## config.mk

```make
export PLATFORM = sky130hd
export DESIGN_NAME = ksa
export DESIGN_NICKNAME = d
export VERILOG_FILES = /design/src/rtl/ksa.sv
export SDC_FILE = /design/constraint.sdc
export NUM_CORES = 1
export LEC_CHECK = 0
export CORE_MARGIN = 3
export CORE_UTILIZATION = 53
export CTS_CLUSTER_SIZE = 14
export DETAILED_ROUTE_END_ITERATION = 8
export GPL_ROUTABILITY_DRIVEN = 0
export PLACE_DENSITY = 0.9
export SLEW_MARGIN = 0
export SYNTH_ARGS = -nofsm -noshare
export SYNTH_HDL_FRONTEND = slang
export SYNTH_SLANG_ARGS = --single-unit
```

## constraint.sdc

```tcl
create_clock -name clk -period 2.95 [get_ports clk]
set_input_delay 0.4425 -clock clk [delete_from_list [all_inputs] [get_ports clk]]
set_output_delay 0.4425 -clock clk [all_outputs]
set_load 0.01 [all_outputs]
```

## src/rtl/ksa.sv

```systemverilog
// ARC4 key-scheduling stage: permutes the 256-byte S memory in place through
// a single-port RAM with one-cycle read latency, six cycles per swap.
module ksa #(
  parameter int KEYLEN = 3
) (
  input  logic                  clk,
  input  logic                  rst_n,
  input  logic                  en,
  output logic                  rdy,
  input  logic [8*KEYLEN-1:0]   key,
  output logic [7:0]            addr,
  input  logic [7:0]            rddata,
  output logic [7:0]            wrdata,
  output logic                  wren
);

  localparam int KIDX_W = (KEYLEN > 1) ? $clog2(KEYLEN) : 1;

  typedef enum logic [2:0] {
    IDLE,
    RD_I,
    WAIT_I,
    RD_J,
    WAIT_J,
    WR_I,
    WR_J
  } state_t;

  state_t                state, state_nxt;
  logic [7:0]            i, j;
  logic [KIDX_W-1:0]     kidx;
  logic [7:0]            si, sj;
  logic [8*KEYLEN-1:0]   key_q;

  // Byte 0 of the key sits in the most significant byte lane.
  function automatic logic [7:0] key_byte(input logic [8*KEYLEN-1:0] k,
                                          input logic [KIDX_W-1:0]   idx);
    logic [7:0] b;
    b = '0;
    for (int n = 0; n < KEYLEN; n++) begin
      if (idx == KIDX_W'(n)) b = k[8*(KEYLEN-1-n) +: 8];
    end
    return b;
  endfunction

  always_ff @(posedge clk) begin
    if (!rst_n) state <= IDLE;
    else        state <= state_nxt;
  end

  always_comb begin
    state_nxt = state;
    rdy       = 1'b0;
    addr      = 8'd0;
    wrdata    = 8'd0;
    wren      = 1'b0;
    unique case (state)
      IDLE: begin
        rdy = 1'b1;
        if (en) state_nxt = RD_I;
      end
      RD_I: begin
        addr      = i;
        state_nxt = WAIT_I;
      end
      WAIT_I: begin
        addr      = i;
        state_nxt = RD_J;
      end
      RD_J: begin
        addr      = j;
        state_nxt = WAIT_J;
      end
      WAIT_J: begin
        addr      = j;
        state_nxt = WR_I;
      end
      WR_I: begin
        addr      = i;
        wrdata    = sj;
        wren      = 1'b1;
        state_nxt = WR_J;
      end
      WR_J: begin
        addr      = j;
        wrdata    = si;
        wren      = 1'b1;
        state_nxt = (i == 8'hFF) ? IDLE : RD_I;
      end
      default: state_nxt = IDLE;
    endcase
  end

  // Loop indices: j accumulates in WAIT_I, i and the key index step in WR_J.
  always_ff @(posedge clk) begin
    if (!rst_n) begin
      i    <= 8'd0;
      j    <= 8'd0;
      kidx <= '0;
    end else begin
      unique case (state)
        IDLE: begin
          if (en) begin
            i    <= 8'd0;
            j    <= 8'd0;
            kidx <= '0;
          end
        end
        WAIT_I: j <= j + rddata + key_byte(key_q, kidx);
        WR_J: begin
          if (i == 8'hFF) begin
            i    <= 8'd0;
            j    <= 8'd0;
            kidx <= '0;
          end else begin
            i    <= i + 8'd1;
            kidx <= (kidx == KIDX_W'(KEYLEN-1)) ? '0 : kidx + KIDX_W'(1);
          end
        end
        default: ;
      endcase
    end
  end

  always_ff @(posedge clk) begin
    if (state == IDLE && en) key_q <= key;
    if (state == WAIT_I)     si    <= rddata;
    if (state == WAIT_J)     sj    <= rddata;
  end

endmodule

```

; ---- Word level (Yosys, flattened, before mapping)
; Index checks and enable logic that the tools add are counted.
[classes]
muxes = 21
n_addsub = 4
n_eq_ne = 11
reduce_logical = 10
[ops]
columns = cell, count
row1 = $mux W8, 8
row2 = $pmux W8 S2, 3
row3 = $pmux W8 S3, 1
row4 = $pmux W3 S7, 1
row5 = $add A8 B8 Y8, 2
row6 = $eq A3 B3 Y1 const B, 3
row7 = $add A8 B1 Y8 const B, 1
row8 = $eq A8 B8 Y1 const B, 1
row9 = $eq A3 B2 Y1 const B, 2
row10 = $mux W2, 3
row11 = $reduce_or A3 Y1, 2
row12 = $ne A2 B2 Y1 const B, 2
row13 = $pmux W2 S2, 1
row14 = $eq A3 B1 Y1 const B, 1
row15 = $logic_not A3 Y1, 1
row16 = $mux W1, 3
row17 = $mux W3, 1
row18 = $reduce_and A3 Y1, 1
row19 = $reduce_bool A3 Y1, 1
row20 = $add A2 B1 Y2 const B, 1
row21 = $eq A2 B1 Y1 const B, 1
row22 = $eq A2 B2 Y1 const B, 1
row23 = $logic_not A2 Y1, 1
row24 = $reduce_and A2 Y1, 1
row25 = 3 further kinds, 3
[totals]
in_bits = 35
reg_bits = 61

; ---- Longest topological paths before layout
; Gate-level depths: netlist (run 1).
[depth]
word_depth = 8
ltp_mapped = 13
ltp_nobuf = 12

; ---- Worst setup path before layout (run 1)
; OpenSTA, ideal clock, no wires.
[synth_timing]
kind = register to register
startpoint = reg kidx[1]
endpoint = reg j[7]
stages_incl_launch_ff = 13
slack_ps = 391
required_ps = 2829
t_arrival_ps = 2437
n_path_buf = 1
path_cell_list = dfxtp_1 -> buf_4 -> mux2i_1 -> o21ai_0 -> fa_1 -> ha_1 -> inv_1 -> fa_1 -> nand2b_1 -> a21oi_1 -> o22ai_1 -> xnor2_1 -> o21ai_0
[synth_between]
elab_chain_cells = 8
elab_cells_between_ends = 10
[synth_lines]
columns = item, line
row1 = start: declaration, 31  ; logic [KIDX_W-1:0] kidx;
row2 = start signal: assignment, 117  ; kidx <= (kidx == KIDX_W'(KEYLEN-1)) ? '0 : kidx + KIDX_W'(1);
row3 = $logic_not A2 Y1, 41  ; if (idx == KIDX_W'(n)) b = k[8*(KEYLEN-1-n) +: 8];
row4 = $mux W8 (2 in a row), 41
row5 = $mux W8 (*), 41
row6 = $mux W8 (*), 101  ; unique case (state)
row7 = $mux W8 (*), 96  ; if (!rst_n) begin
row8 = $add A8 B8 Y8 (*), 109  ; WAIT_I: j <= j + rddata + key_byte(key_q, kidx);
row9 = $pmux W8 S3 (*), 101
row10 = end signal: assignment, 109
row11 = end: declaration, 30  ; logic [7:0] i, j;
; Mark *: on every way between the ends. The rest lies on a longest branch, timed or not. The select of a mux whose other input is x is not followed.
; A chain may end at the register's enable or synchronous reset.

; ---- Worst setup path in the final report (run 1)
[layout_timing]
startpoint = reg state[1]
endpoint = out addr[3]
[layout_between]
elab_chain_cells = 3
elab_cells_between_ends = 9
[layout_lines]
columns = item, line
row1 = start: declaration, 29  ; state_t state, state_nxt;
row2 = start signal: assignment, 48  ; else state <= state_nxt;
row3 = "$eq A3 B3 Y1, or another cell as far along", 57  ; unique case (state)
row4 = $reduce_or A3 Y1 (no line), --
row5 = $pmux W8 S2 (*), 57
row6 = end: declaration, 11  ; output logic [7:0] addr,
; Mark *: on every way between the ends. The rest lies on a longest branch, timed or not.

==> results.ini, run 1 <==
[sta]
clock.fmax_ghz=0.361
relSlewSlack_pct=52.0
slew_viol_final=0
period_needed_ns=2.77
fin_skew_ns=0.00988
hold-worst-slack_ns=0.524
setup_viol=0
hold_viol=0
finalCritPeriodShare_pct=93.9
worst_slew_pin_slew_ns=0.718
setup_slack_ns=0.179

[critical_path]
cp-start-kind=register
worst_setup_path_end_kind=output port
crit_fanout=12
r2r_end=j[7]
reg2reg_slack_ns=0.30
crit_required_ns=2.51
crit_start=state[1]
worstRegToRegCells=11
cp-endpoint=addr[3]
worstSetupPathType=register to output port
r2r_start=kidx[1]
arrival_ns=2.33

[yosys]
seq_area_frac_synth_pct=53.0
ys_async_sr_fraction_pct=0
synth_area_um2=3060
synthDominantCellAreaShare_pct=39.3
ys_ff_latch=61
ys_types=44
yosysWarnings=0
synth_ff_type=edfxtp_1
synth_area_leaders=edfxtp_1 (39%), dfxtp_1 (14%), fa_1 (5.2%)
yosys.area.top_type=edfxtp_1
syn_avg_cell_area_um2=11.7
syn-num-nets=311
synth_edf_count=40
synthCells=261

[route]
first_pass_iters=4
viasPerCell=5.65
wirelength_um=6330
wl_per_cell_um=15.9
first_iter_violations=204
route.detailed.drc=0
drtAntennaViolNets=0
via_count=2255

[clock_tree]
cts-buffers-inserted=9
clockBufferDepth=2
cts_tree=built
path_clk_slew_ns=0.06
post-cts-setup-buffer-count=0
cts.sinks=61
htree_levels=3
cts_root_buffer=clkbuf_8
clock_latency_ns=0.34

[placement]
portBuffers=52
placedCellCount=383
post_dp_cell_area_um2=3690
place_ws_ns=0.0436
hpwl_um=4630

[global_route]
grt_pass1_wl_um=10400
grt_pass1_vias=2240
grt-ovfl-total=0
grt_max_degree=25
antenna_found_initial=0
grt_usage_pct=21.2

[layout]
fillers=398
antenna-diode-count=0
layout-drive-gt1-share_pct=11.6
instances_no_fill=399
multiInputGateArea_um2=1360
finish.utilization_pct=70.3
area_growth_pct=27.4
finalInstanceArea_um2=3900
nets=372
seq_area_um2=1620

[min_path]
hold_path_depth=2
hold_path.class=register to register

[floorplanning]
die_h_um=82.0
ios=53
die_x_um=82.0
rows=27
dieArea_um2=6720
core_area_um2=5540
start_util_pct=55.2

[flow_run]
drv_cap=0

[pwr]
p_leak_nw=1.35
p_per_area_nw_per_um2=539
vdd_ir_drop_max_uv=567

[outcome]
outcome=finished, final reports clean

-- synthesized netlist by cell type, types with 2 or more instances --
cell type and count:
a21boi_1 5, a21oi_1 7, clkbuf_1 7, nand3_1 3, nand3b_1 3, ha_1 7, nor3_1 2, inv_1 6
o21ai_0 23, buf_2 3, a32o_1 2, o22ai_1 2, a21boi_0 2, nor4bb_1 2, buf_4 2, nand2_1 15
nand2b_1 9, edfxtp_1 40, or2_2 2, a22o_1 5, xnor2_1 3, and3_2 2, or3_1 2, and2_1 4
nor3_2 2, a22oi_1 17, fa_1 8, nor2b_1 15, mux2i_1 14, dfxtp_1 21, nor2_1 13
-- logic make-up after synthesis --
group,after synthesis,synth area share (%)
AND/OR/NAND/NOR,78,14.6
AO/OA/AOI/OAI,71,16.0
flip-flops,61,53.0
buffers and inverters,18,2.58
adder cells (fa/ha/maj),15,8.10
multiplexers,14,4.58
XOR/XNOR,4,1.15
-- sequential cells by signal (all words and copies together), names as in the netlist --
name   flops
key_q     24
i          8
j          8
si         8
sj         8
state      3
kidx       2
-- layout by cell type (no fill, tap or decap), types with 6 or more instances in the layout --
cell             count
clkdlybuf4s50_1     52
edfxtp_1            40
o21ai_0             23
dfxtp_1             20
a22oi_1             17
nor2b_1             15
nand2_1             15
mux2i_1             14
nor2_1              13
buf_4               10
nand2b_1             9
clkbuf_8             9
fa_1                 8
a21oi_1              7
ha_1                 7
inv_1                6
-- power by group --
group,switching [mW],internal (mW)
clock network,0.316,0.472
registers,0.0296,0.964
logic,0.161,0.158
-- timing repair --
action                                 CTS  global route
setup endpoints to repair                0             1
hold buffers                             0             0
gates resized for setup                  0             1
endpoints found under the hold margin    0             0
-- per-stage QoR --
step	TNS [ns]	power, mW
after CTS	0	2.11
after global routing	-0.000991	2.19
after global placement	0	1.31
after detailed placement	0	1.33
final	0	2.10
after floorplan	0	1.20
-- area by class of cell --
class                      instances  share of cell area (%)
sequential                        61                    41.7
multi-input combinational        182                    34.9
timing repair buffer              62                    15.3
clock buffer                      11                    3.37
tap                               72                    2.31
clock inverter                     5                    1.93
inverter                           6                   0.578
-- per-layer routing --
layer  part of all wire [%]  routed length [um]  vias to the layer above  track usage, %
met5                      0                   0                        -               0
met4                    3.5                 224                        0            14.1
met3                    7.1                 452                       21            5.26
met2                     48                3010                       87            32.9
met1                     42                2640                     1064            26.3
li1                       -                   -                     1083               -
-- worst max-delay path, cell delays in order, from the launching register on --
cell and delay, ns:
dfxtp_1 0.62, nor2b_1 0.14, buf_4 0.20, or2_2 0.33, a22o_1 0.21, clkdlybuf4s50_1 0.48
-- worst min-delay path by stage --
stage | endpoint | startpoint
6_report | j[7] | j[7]
5_1_grt | i[7] | i[7]
4_1_cts | j[7] | j[7]
3_5_place_dp | j[7] | j[7]
3_3_place_gp | i[7] | i[7]
2_1_floorplan | j[7] | j[7]
Power figures use the tool's default switching activity.
==> run 2, diff against run 1 <==
--- a/config.mk
+++ b/config.mk
@@ -6,11 +6,11 @@
 export NUM_CORES = 1
 export LEC_CHECK = 0
 export CORE_MARGIN = 3
-export CORE_UTILIZATION = 53
+export CORE_UTILIZATION = 41
 export CTS_CLUSTER_SIZE = 14
 export DETAILED_ROUTE_END_ITERATION = 8
 export GPL_ROUTABILITY_DRIVEN = 0
-export PLACE_DENSITY = 0.9
+export PLACE_DENSITY = 0.74
 export SLEW_MARGIN = 0
 export SYNTH_ARGS = -nofsm -noshare
 export SYNTH_HDL_FRONTEND = slang
==> constraint.sdc (replaced) <==
create_clock -name clk -period 2.6 [get_ports clk]
set_input_delay 0.39 -clock clk [delete_from_list [all_inputs] [get_ports clk]]
set_output_delay 0.39 -clock clk [all_outputs]
set_load 0.01 [all_outputs]
==> results.ini, run 2 (synthesis gave the netlist of run 1 again) <==
[outcome]
outcome=finished, final reports clean  ; unchanged

[pwr]
vdd_ir_drop_max_uv=382  ; was 567 uV
p_total_mw=2.44  ; was 2.10 mW
p_per_area_nw_per_um2=608  ; was 539 nW/um^2
p_leak_nw=1.39  ; was 1.35 nW

[layout]
antenna-diode-count=0  ; unchanged
nets=377  ; was 372
area_growth_pct=30.8  ; was 27.4%
layout_common_cells=clkdlybuf4s50_1 (52), edfxtp_1 (40), dfxtp_1 (19)  ; was clkdlybuf4s50_1 (52), edfxtp_1 (40), o21ai_0 (23)
largest_reg_flops=24  ; unchanged
final_common_cell=clkdlybuf4s50_1  ; unchanged
largest-register=key_q  ; unchanged
layout-drive-gt1-share_pct=15.4  ; was 11.6%
finalInstanceArea_um2=4000  ; was 3900 um^2
fillers=616  ; was 398

[global_route]
grt_max_degree=25  ; unchanged
grt-ovfl-total=0  ; unchanged
antenna_found_initial=0  ; unchanged
grt_pass1_vias=2147  ; was 2240
grt_usage_pct=15.6  ; was 21.2%
grt_pass1_wl_um=10400  ; about the same

[clock_tree]
cts_tree=built  ; unchanged
path_clk_slew_ns=0.07  ; was 0.06 ns
cts_hold_buf=0  ; unchanged
htree_levels=3  ; unchanged
post-cts-setup-buffer-count=0  ; unchanged
clockBufferDepth=2  ; unchanged
cts_root_buffer=clkbuf_8  ; unchanged
clock_latency_ns=0.34  ; about the same
cts.sinks=61  ; unchanged
cts-buffers-inserted=9  ; unchanged

[route]
wl_per_cell_um=14.8  ; was 15.9 um
viasPerCell=5.23  ; was 5.65
wirelength_um=6320  ; was 6330 um
via_count=2239  ; was 2255
first_iter_violations=88  ; was 204
route.detailed.drc=0  ; unchanged
first_pass_iters=4  ; unchanged
drtAntennaViolNets=0  ; unchanged

[placement]
place_ws_ns=-0.329  ; was 0.0436 ns
hpwl_um=4720  ; was 4630 um
portBuffers=52  ; unchanged
post_dp_cell_area_um2=3760  ; was 3690 um^2

[critical_path]
crit_fanout=5  ; was 12
worstSetupPathType=register to register  ; was register to output port
crit_top_cell=o21ai_1
worst_setup_path_end_kind=register  ; was output port
cp-start-kind=register  ; unchanged
cp_cell_sequence=mux2i_1 -> o21ai_1 -> fa_1 -> ha_1 -> inv_1 -> fa_2 -> nand2b_4 -> a21oi_2 -> o22ai_1 -> xnor2_1 -> o21ai_1  ; was nor2b_1 -> buf_4 -> or2_2 -> a22o_1 -> clkdlybuf4s50_1
arrival_ns=2.71  ; was 2.33 ns
crit_required_ns=2.84  ; was 2.51 ns
slowest_delay_ns=0.49  ; was 0.62 ns
worst_path_max_delay_cell=fa_1  ; was dfxtp_1

[floorplanning]
dieArea_um2=8530  ; was 6720 um^2
start_util_pct=43.6  ; was 55.2%
ios=53  ; unchanged
die_x_um=92.4  ; was 82.0 um
rows=30  ; was 27
core_area_um2=7020  ; was 5540 um^2
die_h_um=92.4  ; was 82.0 um

[sta]
setup_viol=0  ; unchanged
relSlewSlack_pct=56.3  ; was 52.0%
period_needed_ns=2.47
finalCritPeriodShare_pct=95.0
slew_viol_final=0  ; unchanged
clock.fmax_ghz=0.405
worst_slew_pin_slew_ns=0.654  ; was 0.718 ns
hold_viol=0  ; unchanged
fin_skew_ns=0.00927  ; was 0.00988 ns
setup_slack_ns=0.129  ; was 0.179 ns
rsz0062_at_grt=false

[min_path]
hold_path.class=register to register  ; unchanged

[flow_run]
drv_cap=0  ; unchanged

-- run 2: critical path, delay by kind of cell (launching register included) --
| kind | cells | cell delay (ns) |
|---|---|---|
| and+or+nand+nor | 1 | 0.17 |
| muxes | 1 | 0.19 |
| adders and majority gates | 3 | 1.00 |
| AOI/OAI and AO/OA | 4 | 0.43 |
| buffers and inverters | 1 | 0.06 |
| xor gates and xnor gates | 1 | 0.14 |
| DFF | 1 | 0.38 |
-- run 2: through the flow --
| stage | cells | hold WS, ns | util (%) | setup TNS [ns] |
|---|---|---|---|---|
| CTS | 428 | 0.512 | 56.8 | 0 |
| floorplan | 261 | 0.464 | - | 0 |
| global placement | 412 | 0.490 | 53.5 | -0.280 |
| global route | 428 | 0.517 | 57.0 | 0 |
| finish | 428 | 0.502 | 57.0 | 0 |
| detailed placement | 412 | 0.501 | 53.5 | -0.585 |
-- run 2: where the power goes --
| group | internal (mW) | switching, mW |
|---|---|---|
| registers | 1.09 | 0.0281 |
| logic | 0.192 | 0.197 |
| clock network | 0.542 | 0.384 |
| total | 1.83 | 0.610 |
-- run 2: worst paths after layout --
path	from	depth (start not counted)	slack, ns	to
max	kidx[1]	11	0.13	j[7]
min	state[0]	1	0.50	state[0]
max reg2reg	kidx[1]	11	0.13	j[7]
min reg2reg	state[0]	1	0.50	state[0]
-- run 2: cell type report --
| type | instances | area [um^2] | share of cell area [%] |
|---|---|---|---|
| tap | 96 | 120 | 3.00 |
| multi-input combinational | 182 | 1380 | 34.4 |
| inverter | 6 | 22.5 | 0.563 |
| clock inverter | 7 | 97.6 | 2.44 |
| timing repair buffer | 67 | 633 | 15.8 |
| clock buffer | 9 | 124 | 3.09 |
| sequential | 61 | 1630 | 40.6 |
-- run 2: repair_timing --
item / CTS / global route
gates resized for setup: 3 / 10
setup endpoints to repair: 2 / 4
pin swaps: 0 / 0
-- run 2: metal layers --
| metal | part of all wire, % | wire length [um] | global-route usage (%) | up-vias |
|---|---|---|---|---|
| li1 | - | - | - | 1093 |
| met1 | 45 | 2870 | 20.4 | 1080 |
| met2 | 48 | 3060 | 25.0 | 60 |
| met3 | 5.3 | 337 | 4.55 | 6 |
| met4 | 0.84 | 53 | 5.20 | 0 |
| met5 | 0 | 0 | 0 | - |
==> run 3, diff against run 2 <==
--- a/config.mk
+++ b/config.mk
@@ -6,11 +6,13 @@
 export NUM_CORES = 1
 export LEC_CHECK = 0
 export CORE_MARGIN = 3
-export CORE_UTILIZATION = 41
+export CORE_UTILIZATION = 40
 export CTS_CLUSTER_SIZE = 14
 export DETAILED_ROUTE_END_ITERATION = 8
 export GPL_ROUTABILITY_DRIVEN = 0
-export PLACE_DENSITY = 0.74
+export HOLD_SLACK_MARGIN = 0.1
+export PLACE_DENSITY = 0.73
+export RECOVER_POWER = 50
 export SLEW_MARGIN = 0
 export SYNTH_ARGS = -nofsm -noshare
 export SYNTH_HDL_FRONTEND = slang
==> results.ini, run 3 (synthesis gave the netlist of run 1 again) <==
[floorplanning]
rows=31  ; was 30
core_area_um2=7330  ; was 7020 um^2
die_h_um=93.5  ; was 92.4 um
die_x_um=93.5  ; was 92.4 um
ios=53  ; unchanged
dieArea_um2=8730  ; was 8530 um^2
start_util_pct=41.7  ; was 43.6%

[placement]
post_dp_cell_area_um2=3770  ; was 3760 um^2
place_ws_ns=-0.251  ; was -0.329 ns
portBuffers=52  ; unchanged
hpwl_um=4710  ; was 4720 um

[sta]
hold-worst-slack_ns=0.500  ; was 0.502 ns
slew_viol_final=0  ; unchanged
hold_viol=0  ; unchanged
clock.fmax_ghz=0.395  ; was 0.405 GHz
period_needed_ns=2.53  ; was 2.47 ns
fin_skew_ns=0.0112  ; was 0.00927 ns
finalCritPeriodShare_pct=97.3  ; was 95.0%
relSlewSlack_pct=56.0  ; was 56.3%
setup_slack_ns=0.0690  ; was 0.129 ns
setup_viol=0  ; unchanged
worst_slew_pin_slew_ns=0.658  ; was 0.654 ns
fin_setup_tns_ns=0  ; unchanged

[critical_path]
crit_buf_inv=2  ; was 1
arrival_ns=2.76  ; was 2.71 ns
worst_path_max_delay_cell=dlygate4sd3_1  ; was fa_1
cp_top_family=adder cells  ; unchanged
crit_required_ns=2.83  ; was 2.84 ns
cp-start-kind=input port  ; was register
worstRegToRegCells=11  ; unchanged
r2r_end=j[7]  ; unchanged
r2r_start=kidx[1]  ; unchanged
crit_top_cell=fa_1  ; was o21ai_1
worst_setup_path_end_kind=register  ; unchanged
worstSetupPathType=input port to register  ; was register to register
slowest_delay_ns=0.58  ; was 0.49 ns
cp_cell_sequence=dlygate4sd3_1 -> fa_1 -> ha_1 -> inv_1 -> fa_1 -> nand2b_4 -> a21oi_2 -> o22ai_1 -> xnor2_1 -> o21ai_0  ; was mux2i_1 -> o21ai_1 -> fa_1 -> ha_1 -> inv_1 -> fa_2 -> nand2b_4 -> a21oi_2 -> o22ai_1 -> xnor2_1 -> o21ai_1
reg2reg_slack_ns=0.12  ; was 0.13 ns
crit_fanout=3  ; was 5

[layout]
finish.utilization_pct=54.0  ; was 57.0%
multiInputGateArea_um2=1380  ; about the same
largest_reg_flops=24  ; unchanged
layout-drive-gt1-share_pct=13.2  ; was 15.4%
largest-register=key_q  ; unchanged
layout_common_cells=edfxtp_1 (40), dlygate4sd3_1 (32), o21ai_0 (21)  ; was clkdlybuf4s50_1 (52), edfxtp_1 (40), dfxtp_1 (19)
area_growth_pct=29.3  ; was 30.8%
fillers=652  ; was 616
seq_area_um2=1630  ; about the same
final_common_cell=edfxtp_1  ; was clkdlybuf4s50_1
antenna-diode-count=0  ; unchanged
nets=379  ; was 377
finalInstanceArea_um2=3960  ; was 4000 um^2

[clock_tree]
cts_root_buffer=clkbuf_8  ; unchanged
cts_hold_buf=0  ; unchanged
cts_tree=built  ; unchanged
cts-buffers-inserted=9  ; unchanged
htree_levels=3  ; unchanged
cts.sinks=61  ; unchanged
clockBufferDepth=2  ; unchanged
clock_latency_ns=0.34  ; about the same
post-cts-setup-buffer-count=0  ; unchanged
path_clk_slew_ns=0.07  ; about the same

[route]
wirelength_um=6190  ; was 6320 um
via_count=2227  ; was 2239
first_iter_violations=132  ; was 88
first_pass_iters=4  ; unchanged
viasPerCell=5.14  ; was 5.23
drtAntennaViolNets=0  ; unchanged
wl_per_cell_um=14.3  ; was 14.8 um
route.detailed.drc=0  ; unchanged

[outcome]
outcome=finished, final reports clean  ; unchanged

[flow_run]
drv_cap=0  ; unchanged

[pwr]
vdd_ir_drop_max_uv=389  ; was 382 uV
p_per_area_nw_per_um2=562  ; was 608 nW/um^2
p_leak_nw=1.38  ; was 1.39 nW

[min_path]
min-delay-start=j[7]  ; was state[0]
hold_path_depth=2  ; was 1
hold_path.class=register to register  ; unchanged
min_to=j[7]  ; was state[0]

[global_route]
grt_pass1_wl_um=10500  ; was 10400 um
grt_pass1_vias=2312  ; was 2147
grt_max_degree=25  ; unchanged
antenna_found_initial=0  ; unchanged
grt_usage_pct=15.8  ; was 15.6%
grt-ovfl-total=0  ; unchanged

==> run 3: cell count changes in the layout (fill, tap and decap cells not counted), moves of 2 or more <==
cell / change
clkdlybuf4s50_1: -32
dlygate4sd3_1: +32
clkbuf_1: +6
o21ai_0: +3
o21ai_1: -3
buf_4: -2
bufinv_16: -2
clkbuf_8: +2
clkinvlp_4: -2
nor2b_2: -2
==> run 3: how the worst max path moves through the flow <==
stage               from    to  slack (ns)  cells after the start
2_1_floorplan    kidx[1]  j[7]        0.04                     12
3_3_place_gp   rddata[1]  j[7]       -0.19                     10
3_5_place_dp   rddata[1]  j[7]       -0.25                     10
4_1_cts          kidx[1]  j[7]       0.002                     11
5_1_grt          kidx[1]  j[7]      -0.002                     11
6_report       rddata[1]  j[7]        0.07                     10
==> run 3: per-stage QoR <==
| stage | total power, mW | cells |
|---|---|---|
| 4_1_cts | 2.25 | 433 |
| 3_5_place_dp | 1.52 | 417 |
| 2_1_floorplan | 1.37 | 261 |
| 3_3_place_gp | 1.50 | 417 |
| 6_report | 2.22 | 433 |
| 5_1_grt | 2.34 | 433 |
==> run 3: layer usage <==
layer | track usage [%] | up-vias | share of wire [%] | wire (um)
li1 | - | 1100 | - | -
met1 | 19.5 | 1059 | 45 | 2790
met2 | 25.0 | 52 | 48 | 2960
met3 | 4.83 | 16 | 4.1 | 256
met4 | 7.57 | 0 | 2.9 | 180
met5 | 0 | - | 0 | 0
==> run 3: repair_timing <==
item,in CTS,in global routing
gates cloned,0,0
gates resized for setup,2,8
setup endpoints to repair,1,4
==> run 3: power breakdown <==
part,switching [mW],total (mW),internal [mW]
Combinational,0.195,0.373,0.178
Clock,0.334,0.730,0.396
Sequential,0.0279,1.12,1.09
Total,0.557,2.22,1.67
==> run 3: final cells by class <==
class                           count  share of cell area (%)
Clock buffer                       14                    4.11
Clock inverter                      2                   0.253
Inverter                            6                   0.569
Multi-Input combinational cell    182                    34.8
Sequential cell                    61                    41.1
Tap cell                           99                    3.13
Timing Repair Buffer               69                    16.0
==> run 3: worst min-delay path, cell delays in order (launching register included) <==
cell     delay (ns)
dfxtp_1        0.34
nand2_1        0.06
o21ai_0        0.06
